==> src/rtl/bp_pkg.sv <==
// Shared types and default region sizes for the ROM download loader.
package bp_pkg;

  // Destination ROM region of a downloaded byte.
  typedef enum logic [1:0] {
    REG_CPU  = 2'd0,
    REG_GFX1 = 2'd1,
    REG_GFX2 = 2'd2,
    REG_PROM = 2'd3
  } region_t;

  // Loader FSM: idle, writing the low byte, writing the high byte.
  typedef enum logic [1:0] {
    ST_IDLE = 2'd0,
    ST_LO   = 2'd1,
    ST_HI   = 2'd2
  } state_t;

  localparam int unsigned ADDR_W        = 27;
  localparam int unsigned CPU_SIZE_DEF  = 32'h0000_E000;
  localparam int unsigned GFX1_SIZE_DEF = 32'h0000_4000;
  localparam int unsigned GFX2_SIZE_DEF = 32'h0000_C000;
  localparam int unsigned PROM_SIZE_DEF = 32'h0000_0220;

endpackage

==> src/rtl/bp_rom_region_dec.sv <==
// Combinational decode of a stream byte address into region and offset.
// Regions are packed back to back: CPU, GFX1, GFX2, PROM.
module bp_rom_region_dec
  import bp_pkg::*;
#(
  parameter int unsigned CPU_SIZE  = CPU_SIZE_DEF,
  parameter int unsigned GFX1_SIZE = GFX1_SIZE_DEF,
  parameter int unsigned GFX2_SIZE = GFX2_SIZE_DEF,
  parameter int unsigned PROM_SIZE = PROM_SIZE_DEF
) (
  input  logic [26:0] i_addr,
  output logic        o_valid,
  output region_t     o_region,
  output logic [15:0] o_rel
);

  // Exclusive end address of each region in the download stream.
  localparam logic [26:0] END_CPU  = 27'(CPU_SIZE);
  localparam logic [26:0] END_GFX1 = 27'(CPU_SIZE + GFX1_SIZE);
  localparam logic [26:0] END_GFX2 = 27'(CPU_SIZE + GFX1_SIZE + GFX2_SIZE);
  localparam logic [26:0] END_PROM = 27'(CPU_SIZE + GFX1_SIZE + GFX2_SIZE + PROM_SIZE);

  logic [26:0] w_base;
  logic [26:0] w_diff;

  assign w_diff = i_addr - w_base;

  // Pick the first region whose end lies above the address.
  always_comb begin
    o_valid  = 1'b0;
    o_region = REG_CPU;
    w_base   = 27'd0;
    if (i_addr < END_CPU) begin
      o_valid  = 1'b1;
      o_region = REG_CPU;
      w_base   = 27'd0;
    end else if (i_addr < END_GFX1) begin
      o_valid  = 1'b1;
      o_region = REG_GFX1;
      w_base   = END_CPU;
    end else if (i_addr < END_GFX2) begin
      o_valid  = 1'b1;
      o_region = REG_GFX2;
      w_base   = END_GFX1;
    end else if (i_addr < END_PROM) begin
      o_valid  = 1'b1;
      o_region = REG_PROM;
      w_base   = END_GFX2;
    end
    o_rel = w_diff[15:0];
  end

endmodule

==> src/rtl/bp_rom_loader.sv <==
// Converts the hps_io 16-bit ROM download stream into routed byte writes.
// Handshake: a word is taken when ioctl_wr is high in IDLE with download
// active on index 0; ioctl_wait is then high for the two byte-write cycles
// and any ioctl_wr seen while it is high is dropped and flagged as overflow.
module bp_rom_loader
  import bp_pkg::*;
#(
  parameter int unsigned CPU_SIZE  = CPU_SIZE_DEF,
  parameter int unsigned GFX1_SIZE = GFX1_SIZE_DEF,
  parameter int unsigned GFX2_SIZE = GFX2_SIZE_DEF,
  parameter int unsigned PROM_SIZE = PROM_SIZE_DEF
) (
  input  logic        clk_sys,
  input  logic        reset_n,
  input  logic        ioctl_download,
  input  logic [7:0]  ioctl_index,
  input  logic        ioctl_wr,
  input  logic [26:0] ioctl_addr,
  input  logic [15:0] ioctl_dout,
  output logic        ioctl_wait,
  output logic        loading,
  output logic        done,
  output logic        rom_wr,
  output logic [1:0]  rom_region,
  output logic [15:0] rom_addr,
  output logic [7:0]  rom_data,
  output logic        overflow
);

  state_t      r_state;
  state_t      w_next;
  logic [26:0] r_addr;
  logic [15:0] r_data;
  logic        r_wait;
  logic        r_dl_prev;
  logic        r_loading;
  logic        r_done;
  logic        r_ovf;

  logic        w_dl_ok;
  logic        w_dl_rise;
  logic        w_accept;
  logic        w_drop;
  logic        w_in_word;
  logic [26:0] w_byte_addr;
  logic        w_dec_valid;
  region_t     w_dec_region;
  logic [15:0] w_dec_rel;
  logic        w_byte_wr;
  logic        w_byte_ovf;

  assign w_dl_ok     = ioctl_download && (ioctl_index == 8'd0);
  assign w_dl_rise   = w_dl_ok && !r_dl_prev;
  assign w_accept    = (r_state == ST_IDLE) && ioctl_wr && w_dl_ok;
  assign w_drop      = (r_state != ST_IDLE) && ioctl_wr;
  assign w_in_word   = (r_state == ST_LO) || (r_state == ST_HI);
  assign w_byte_addr = r_addr + 27'(r_state == ST_HI);
  assign w_byte_wr   = w_in_word && w_dec_valid;
  assign w_byte_ovf  = w_in_word && !w_dec_valid;

  bp_rom_region_dec #(
    .CPU_SIZE  (CPU_SIZE),
    .GFX1_SIZE (GFX1_SIZE),
    .GFX2_SIZE (GFX2_SIZE),
    .PROM_SIZE (PROM_SIZE)
  ) u_dec (
    .i_addr   (w_byte_addr),
    .o_valid  (w_dec_valid),
    .o_region (w_dec_region),
    .o_rel    (w_dec_rel)
  );

  // FSM state register; wait is registered from the next state.
  always_ff @(posedge clk_sys or negedge reset_n) begin
    if (!reset_n) begin
      r_state <= ST_IDLE;
      r_wait  <= 1'b0;
    end else begin
      r_state <= w_next;
      r_wait  <= (w_next != ST_IDLE);
    end
  end

  // Next-state logic: one accepted word walks LO then HI.
  always_comb begin
    w_next = r_state;
    case (r_state)
      ST_IDLE: if (w_accept) w_next = ST_LO;
      ST_LO:   w_next = ST_HI;
      ST_HI:   w_next = ST_IDLE;
      default: w_next = ST_IDLE;
    endcase
  end

  // Byte-write outputs, zeroed whenever no write is issued.
  always_comb begin
    rom_wr     = w_byte_wr;
    rom_region = 2'd0;
    rom_addr   = 16'd0;
    rom_data   = 8'd0;
    if (w_byte_wr) begin
      rom_region = w_dec_region;
      rom_addr   = w_dec_rel;
      rom_data   = (r_state == ST_HI) ? r_data[15:8] : r_data[7:0];
    end
  end

  // Capture the accepted word.
  always_ff @(posedge clk_sys or negedge reset_n) begin
    if (!reset_n) begin
      r_addr <= 27'd0;
      r_data <= 16'd0;
    end else if (w_accept) begin
      r_addr <= ioctl_addr;
      r_data <= ioctl_dout;
    end
  end

  // Loading window and end-of-download pulse.
  always_ff @(posedge clk_sys or negedge reset_n) begin
    if (!reset_n) begin
      r_dl_prev <= 1'b0;
      r_loading <= 1'b0;
      r_done    <= 1'b0;
    end else begin
      r_dl_prev <= w_dl_ok;
      r_done    <= 1'b0;
      if (w_dl_rise) begin
        r_loading <= 1'b1;
      end else if (r_loading && !ioctl_download && (r_state == ST_IDLE)) begin
        r_loading <= 1'b0;
        r_done    <= 1'b1;
      end
    end
  end

  // Sticky overflow, cleared when a new download starts.
  always_ff @(posedge clk_sys or negedge reset_n) begin
    if (!reset_n) begin
      r_ovf <= 1'b0;
    end else if (w_byte_ovf || w_drop) begin
      r_ovf <= 1'b1;
    end else if (w_dl_rise) begin
      r_ovf <= 1'b0;
    end
  end

  assign ioctl_wait = r_wait;
  assign loading    = r_loading;
  assign done       = r_done;
  assign overflow   = r_ovf;

endmodule

==> config.mk <==
export PLATFORM = sky130hd
export DESIGN_NAME = bp_rom_loader
export DESIGN_NICKNAME = d
export VERILOG_FILES = /design/src/rtl/bp_pkg.sv /design/src/rtl/bp_rom_region_dec.sv /design/src/rtl/bp_rom_loader.sv
export SDC_FILE = /design/constraint.sdc
export NUM_CORES = 1
export LEC_CHECK = 0
export ABC_AREA = 1
export CAP_MARGIN = 20
export CORE_MARGIN = 2
export CORE_UTILIZATION = 38
export CTS_CLUSTER_DIAMETER = 30
export DETAILED_ROUTE_END_ITERATION = 8
export GPL_TIMING_DRIVEN = 0
export SLEW_MARGIN = 15
export SYNTH_ARGS = -nofsm -noshare
export SYNTH_HDL_FRONTEND = slang
export SYNTH_SLANG_ARGS = --single-unit
export TNS_END_PERCENT = 20
==> constraint.sdc <==
create_clock -name clk_sys -period 8.25 [get_ports clk_sys]
set_input_delay 2.475 -clock clk_sys [delete_from_list [all_inputs] [get_ports clk_sys]]
set_output_delay 2.475 -clock clk_sys [all_outputs]
set_load 0.05 [all_outputs]
==> results of run 1 <==
-- cells by family after synthesis --
family / after synthesis
multiplexers: 51
AND/OR/NAND/NOR: 243
buffers and inverters: 49
adder cells (fa/ha/maj): 7
XOR/XNOR: 12
AO/OA/AOI/OAI: 7
flip-flops: 50
-- power groups by stage --
| stage | clock, mW | sequential, mW | combinational (mW) |
|---|---|---|---|
| 6_report | 0.175 | 0.258 | 0.102 |
| 2_1_floorplan | 0 | 0.264 | 0.0549 |
| 3_3_place_gp | 0 | 0.263 | 0.101 |
| 3_5_place_dp | 0 | 0.263 | 0.103 |
| 5_1_grt | 0.194 | 0.260 | 0.112 |
| 4_1_cts | 0.182 | 0.258 | 0.103 |
-- final cells by class --
type                            count  share of cell area (%)
Sequential cell                    50                    26.2
Timing Repair Buffer               86                    18.1
Inverter                           42                    3.40
Clock buffer                        5                    1.44
Clock inverter                      3                   0.942
Tap cell                          129                    3.38
Multi-Input combinational cell    320                    45.3
Buffer                              7                    1.23
-- path summary, 6_finish.rpt --
check	endpoint	slack (ns)	depth (start not counted)
setup / recovery	rom_addr[15]	1.44	19
hold / removal	overflow$_DFFE_PN0P_	0.51	2
setup reg to reg	overflow$_DFFE_PN0P_	5.77	16
hold reg to reg	overflow$_DFFE_PN0P_	0.51	2
max in group asynchronous	r_addr[4]$_DFFE_PN0P_	5.58	2
min in group asynchronous	done$_DFF_PN0_	2.13	1
-- flip-flops by register name, summed over array words and instances (netlist names) --
register / count
done: 1
ioctl_wait: 1
loading: 1
overflow: 1
r_addr: 27
r_data: 16
r_dl_prev: 1
r_state: 2
-- cells in the mapped netlist --
cell and n:
nor4_1 1, nand3_4 2, nand3b_1 1, nand2_4 4
nor2_2 13, inv_2 3, nor2_8 3, a21oi_1 1
nor3_1 2, buf_12 2, nor3b_2 1, and3_1 1
nor3_4 1, dfrtp_1 50, mux2i_1 8, nor2_4 24
nand3_2 2, and2_1 3, nand2_2 8, fa_1 1
o21ai_0 3, nor4_2 1, inv_6 1, ha_1 6
nand2_1 103, clkinv_1 1, nor2_1 45, or2_2 1
nand3_1 25, mux2_2 43, xor2_2 1, o21bai_1 3
xnor2_1 4, clkbuf_1 4, buf_1 1, inv_1 37
nand4_1 2, xor2_1 7
-- stage by stage --
stage	power [mW]	cell area (um^2)
global placement	0.364	4650
global route	0.565	4780
finish	0.535	4780
detailed placement	0.366	4670
CTS	0.544	4780
floorplan	0.319	3640
-- layout by cell type (no fill, tap or decap), types with 5 or more instances in the layout --
| master | count |
|---|---|
| ha_1 | 6 |
| nor2_2 | 13 |
| mux2_2 | 43 |
| nand2_2 | 8 |
| clkbuf_8 | 5 |
| nand2_1 | 103 |
| mux2i_1 | 8 |
| nor2_4 | 24 |
| nand3_1 | 25 |
| clkdlybuf4s50_1 | 84 |
| inv_1 | 37 |
| xor2_1 | 7 |
| dfrtp_1 | 50 |
| nor2_1 | 45 |
-- critical path, delay by kind of cell, from the launching register on --
family                     cells  cell delay [ns]
buffers and inverters          2             0.90
adders and majority gates      4             0.99
and+or+nand+nor               11             1.33
DFF                            1             0.39
xor gates and xnor gates       2             0.41
-- routing by layer --
metal | wire length, um | track usage [%] | up-vias
met5 | 0 | 0 | -
met4 | 117 | 4.62 | 0
met3 | 510 | 4.10 | 9
met2 | 4060 | 30.4 | 73
met1 | 3890 | 23.3 | 1416
li1 | - | - | 1514
==> out/qor.csv, run 1 <==
stage,metric,value,unit
power,swShare,26.8,%
synthesis,synth_simple_gate_area_share,37.1,%
placement,pre_cts_ws,1.75,ns
worst_setup_path,worstPathRequired,5.78,ns
timing,setup_slack,1.44,ns
worst_setup_path,critical_path.max_stage_delay,0.80,ns
synthesis,syn-instance-count,419,
timing,rsz0062_at_grt,false,
worst_setup_path,crit_fanout,6,
worst_setup_path,start_kind,register,
global_routing,antenna_found_initial,0,
power,clkPwrFrac,32.7,%
job,cap_viol_max_count,0,
global_routing,grt_pass1_wl,14.8,mm
clocking,cts_tree,yes,
worst_setup_path,critical_path_class,register to primary output,
power,power.switching,0.143,mW
min_path,hp-start,overflow$_DFFE_PN0P_,
floorplanning,core,9280,um^2
outcome,status,finished clean,
worst_setup_path,r2r_start,r_state[0]$_DFF_PN0_,
detailed_routing,drc,0,
worst_setup_path,crit_chain,inv_1 -> ha_1 -> ha_1 -> nand2_2 -> nor2_8 -> nand2_4 -> nor2_4 -> xor2_1 -> nand2_1 -> nor2_2 -> nand2_2 -> nand3_4 -> nor2_1 -> ha_1 -> fa_1 -> xnor2_1 -> nor2_1 -> nor2_1 -> clkdlybuf4s50_1,
timing,setup_tns,0,ns
layout,layout-drive-gt1-share,23.4,%
detailed_routing,drt_iter0_drc,96,
power,p_leak,2.11,nW
global_routing,grt_pass1_vias,3102,
clocking,htree_levels,2,
power,irDropWorstVdd,0.0758,mV
synthesis,synth_top_family_by_area,simple AND/OR/NAND/NOR gates,
placement,io_buffer_count,85,
worst_setup_path,critPathArrivalTime,4.34,ns
floorplanning,die_w,102,um
synthesis,syn_avg_cell_area,8.68,um^2
floorplanning,initial_core_util,39.2,%
synthesis,ys.warnings.count,0,
clocking,post_cts_buffers,0,
synthesis,synthMuxAreaShare,15.5,%
min_path,min_path_type,register to register,
placement,dp.cells,634,
timing,fin_skew,0.00503,ns
synthesis,synth_adder_area_share,2.61,%
power,seqPwrFrac,48.3,%
synthesis,synth_top_area_cell,dfrtp_1,
power,pwr_density_cell,112,nW/um^2
timing,holdWs,0.511,ns
layout,fillCellCount,924,
synthesis,synth_top_area_share,34.4,%
clocking,cts_resized,0,
global_routing,grt_overflow,0,
clocking,worstSkewPairLatency,0.30,ns
clocking,cts_root_buf,clkbuf_8,
power,internal_power,0.392,mW
detailed_routing,via_count,3012,
timing,hold_viol_final,0,
layout,multi_input_area,2170,um^2
layout,areaGrowthSynthToFinish,31.4,%
detailed_routing,dr.pass1.iters,4,
clocking,cts_buffers,5,
synthesis,synthTopCellsByArea,"dfrtp_1, mux2_2, nand2_1, nor2_4, nor2_1",
detailed_routing,antenna_left,0,
worst_setup_path,cpMaxStageDelayCell,clkdlybuf4s50_1,
clocking,clockBufferDepth,2,
synthesis,synth_cell_types,38,
floorplanning,row_count,35,
layout,final_core_util,51.5,%
synthesis,synthXorXnorAreaFrac,3.09,%
placement,hpwl,7.19,mm
global_routing,grt_max_degree,31,
timing,fin_crit_sh,82.6,%
synthesis,ys_seq_elements,50,
detailed_routing,wirelength,8.58,mm
worst_setup_path,crit_start,r_state[0]$_DFF_PN0_,
clocking,cts_sinks,50,
layout,register_area,1250,um^2
worst_setup_path,critPathCaptureType,primary output,
timing,worst_pin_slew,0.615,ns
floorplanning,die_area,10400,um^2
floorplanning,ios,86,
synthesis,syn_nets,481,
timing,max_slew_margin,59.0,%
detailed_routing,wire_per_inst,13.4,um
clocking,path_clk_slew,0.10,ns
layout,stdcell_count,642,
floorplanning,die_y,102,um
synthesis,synth_compound_area_share,1.17,%
timing,fin_crit,6.81,ns
power,p_comb_share,19.0,%
synthesis,synth_area,3640,um^2
timing,slew_viol_final,0,
clocking,ctsHoldBuffers,0,
placement,place_congestion,0.911,
synthesis,yosysSeqAreaShare,34.4,%
layout,antenna_cells,0,
timing,max_freq,147,MHz
detailed_routing,viasPerCell,4.69,
global_routing,grtUsageTotal,18.0,%
layout,nNetsFinal,574,
timing,finalSetupViolCount,0,
No activity file was read; power rests on OpenSTA's default activity.
==> run 2: changes to the inputs <==
Clock period 8.25 ns to 6.3 ns, I/O delays scaled along.
==> run 2 against run 1 <==
Core utilization increased by 0.054 points. Cell count is the same. Critical endpoint unchanged. Flip-flop and latch count stayed put.
==> out/qor.csv, run 2 (synthesis gave the netlist of run 1 again) <==
stage,metric,value,unit,change
outcome,status,finished clean,,
global_routing,grt_max_degree,31,,unchanged
power,clkPwrFrac,32.7,%,about the same
job,cap_viol_max_count,0,,unchanged
power,p_leak,2.14,nW,+1.8%
layout,stdcell_count,642,,unchanged
timing,rsz0062_at_grt,false,,
timing,max_freq,171,MHz,
layout,largest_register_ffs,27,,unchanged
timing,worst_pin_slew,0.601,ns,-0.0141 ns
power,p_comb_share,19.0,%,about the same
power,power.switching,0.187,mW,+31%
timing,fin_crit,5.84,ns,
detailed_routing,antenna_left,0,,unchanged
clocking,cts_buffers,5,,unchanged
clocking,ctsHoldBuffers,0,,unchanged
clocking,worstSkewPairLatency,0.30,ns,about the same
worst_setup_path,crit_chain,inv_1 -> ha_1 -> ha_1 -> nand2_2 -> nor2_8 -> nand2_4 -> nor2_4 -> xor2_1 -> nand2_1 -> nor2_2 -> nand2_2 -> nand3_4 -> nor2_1 -> ha_1 -> fa_1 -> xnor2_1 -> nor2_1 -> nor2_1 -> dlymetal6s2s_1,,
detailed_routing,dr.pass1.iters,4,,unchanged
clocking,path_clk_slew,0.10,ns,about the same
worst_setup_path,crit_fanout,6,,unchanged
global_routing,grtUsageTotal,18.0,%,unchanged
floorplanning,die_y,102,um,unchanged
layout,largest-register,r_addr,,
clocking,cts_sinks,50,,unchanged
floorplanning,ios,86,,unchanged
worst_setup_path,critical_path_class,register to primary output,,
power,internal_power,0.513,mW,+31%
layout,top_regs,"r_addr: 27 flops, r_data: 16 flops, r_state: 2 flops",,
worst_setup_path,critPathArrivalTime,3.95,ns,-0.39 ns
placement,hpwl,7.19,mm,unchanged
power,pwr_density_cell,146,nW/um^2,+31%
floorplanning,die_w,102,um,unchanged
global_routing,antenna_found_initial,0,,unchanged
timing,slew_viol_final,0,,unchanged
detailed_routing,drt_iter0_drc,81,,-16%
layout,layout_common_cells,"nand2_1, clkdlybuf4s50_1, dfrtp_1, nor2_1, mux2_2",,
placement,place_congestion,0.911,,unchanged
placement,dp.cells,634,,unchanged
worst_setup_path,start_kind,register,,
worst_setup_path,critical_path.max_stage_delay,0.42,ns,-0.38 ns
detailed_routing,via_count,3013,,+0.033%
timing,max_slew_margin,59.9,%,+0.94 points
floorplanning,row_count,35,,unchanged
detailed_routing,drc,0,,unchanged
global_routing,grt_pass1_vias,3102,,unchanged
worst_setup_path,critPathCaptureType,primary output,,
floorplanning,die_area,10400,um^2,unchanged
power,seqPwrFrac,48.3,%,about the same
clocking,cts_root_buf,clkbuf_8,,
placement,io_buffer_count,85,,unchanged
detailed_routing,wire_per_inst,13.4,um,about the same
layout,areaGrowthSynthToFinish,31.5,%,
power,swShare,26.7,%,-0.034 points
min_path,min_path_type,register to register,,
layout,antenna_cells,0,,unchanged
floorplanning,core,9280,um^2,unchanged
layout,final_common_cell,nand2_1,,
detailed_routing,viasPerCell,4.69,,about the same
timing,fin_skew,0.00547,ns,+0.000440 ns
clocking,cts_tree,yes,,
timing,hold_viol_final,0,,unchanged
power,irDropWorstVdd,0.0993,mV,+31%
worst_setup_path,worstPathRequired,4.41,ns,-1.37 ns
timing,finalSetupViolCount,0,,unchanged
timing,setup_tns,0,ns,unchanged
worst_setup_path,cpMaxStageDelayCell,dlymetal6s2s_1,,
clocking,clockBufferDepth,2,,unchanged
detailed_routing,wirelength,8.58,mm,about the same
global_routing,grt_overflow,0,,unchanged
timing,fin_crit_sh,92.8,%,
layout,layout-drive-gt1-share,23.4,%,unchanged
floorplanning,initial_core_util,39.2,%,unchanged
layout,nNetsFinal,574,,unchanged
clocking,htree_levels,2,,unchanged
global_routing,grt_pass1_wl,14.8,mm,unchanged
[run 2: cell count changes in the layout (fill, tap and decap cells not counted), sizes merged]
cell and change:
dlymetal6s2s +2, clkdlybuf4s50 -2
[run 2: power groups by stage]
stage / Clock [mW] / Sequential (mW) / Combinational, mW
after floorplan: 0 / 0.346 / 0.0719
after global placement: 0 / 0.344 / 0.132
after detailed placement: 0 / 0.345 / 0.135
after CTS: 0.239 / 0.338 / 0.135
after global routing: 0.254 / 0.340 / 0.146
final: 0.229 / 0.338 / 0.133
[run 2: worst paths after layout]
kind,from,endpoint,slack [ns],depth (start not counted)
worst min register to register,overflow$_DFFE_PN0P_,overflow$_DFFE_PN0P_,0.51,2
worst max-delay path,r_state[0]$_DFF_PN0_,rom_addr[15],0.46,19
worst min-delay path,overflow$_DFFE_PN0P_,overflow$_DFFE_PN0P_,0.51,2
min in group asynchronous,reset_n,done$_DFF_PN0_,1.54,1
max in group asynchronous,reset_n,r_addr[4]$_DFFE_PN0P_,4.22,2
worst max register to register,r_state[0]$_DFF_PN0_,overflow$_DFFE_PN0P_,3.82,16
[run 2: worst max-delay path, delay by kind of cell (launching register included)]
| family | cells | cell delay, ns |
|---|---|---|
| XOR/XNOR | 2 | 0.41 |
| adder cells (fa/ha/maj) | 4 | 0.99 |
| buffers and inverters | 2 | 0.52 |
| flip-flops | 1 | 0.39 |
| AND/OR/NAND/NOR | 11 | 1.33 |
[run 2: layout make-up]
class | count | area (um^2)
multi-input combinational | 320 | 2170
buffer | 7 | 58.8
tap | 129 | 161
sequential | 50 | 1250
timing repair buffer | 86 | 871
inverter | 42 | 163
clock inverter | 3 | 45.0
clock buffer | 5 | 68.8
fill | 924 | 4500
[run 2: metal layers]
layer	vias up	part of all wire, %	global-route usage (%)
met2	72	47	30.4
met4	0	1.4	4.62
met1	1419	45	23.3
met5	-	0	0
met3	9	5.9	4.10
li1	1513	-	-
[run 2: what timing repair did]
action | in CTS | in global routing
setup endpoints to repair | 0 | 2
setup buffers | 0 | 0
gates resized for setup | 0 | 2
hold endpoints to repair | 0 | 0
[run 2: metrics by stage]
stage	power (mW)	worst slack (ns)	utilization, %	hold WS [ns]	area (um^2)
after global routing	0.740	0.122	51.5	0.533	4780
after floorplan	0.418	0.986	-	0.479	3640
after global placement	0.476	0.414	50.1	0.487	4650
after detailed placement	0.480	0.380	50.3	0.494	4670
final	0.700	0.456	51.5	0.511	4780
after CTS	0.713	0.0128	51.5	0.517	4780
==> run 3: changes to the inputs <==
Settings changed: CTS_CLUSTER_DIAMETER 30 to not set.
==> results of run 3 <==
The final DEF is identical to that of run 2; final timing and power are the same.
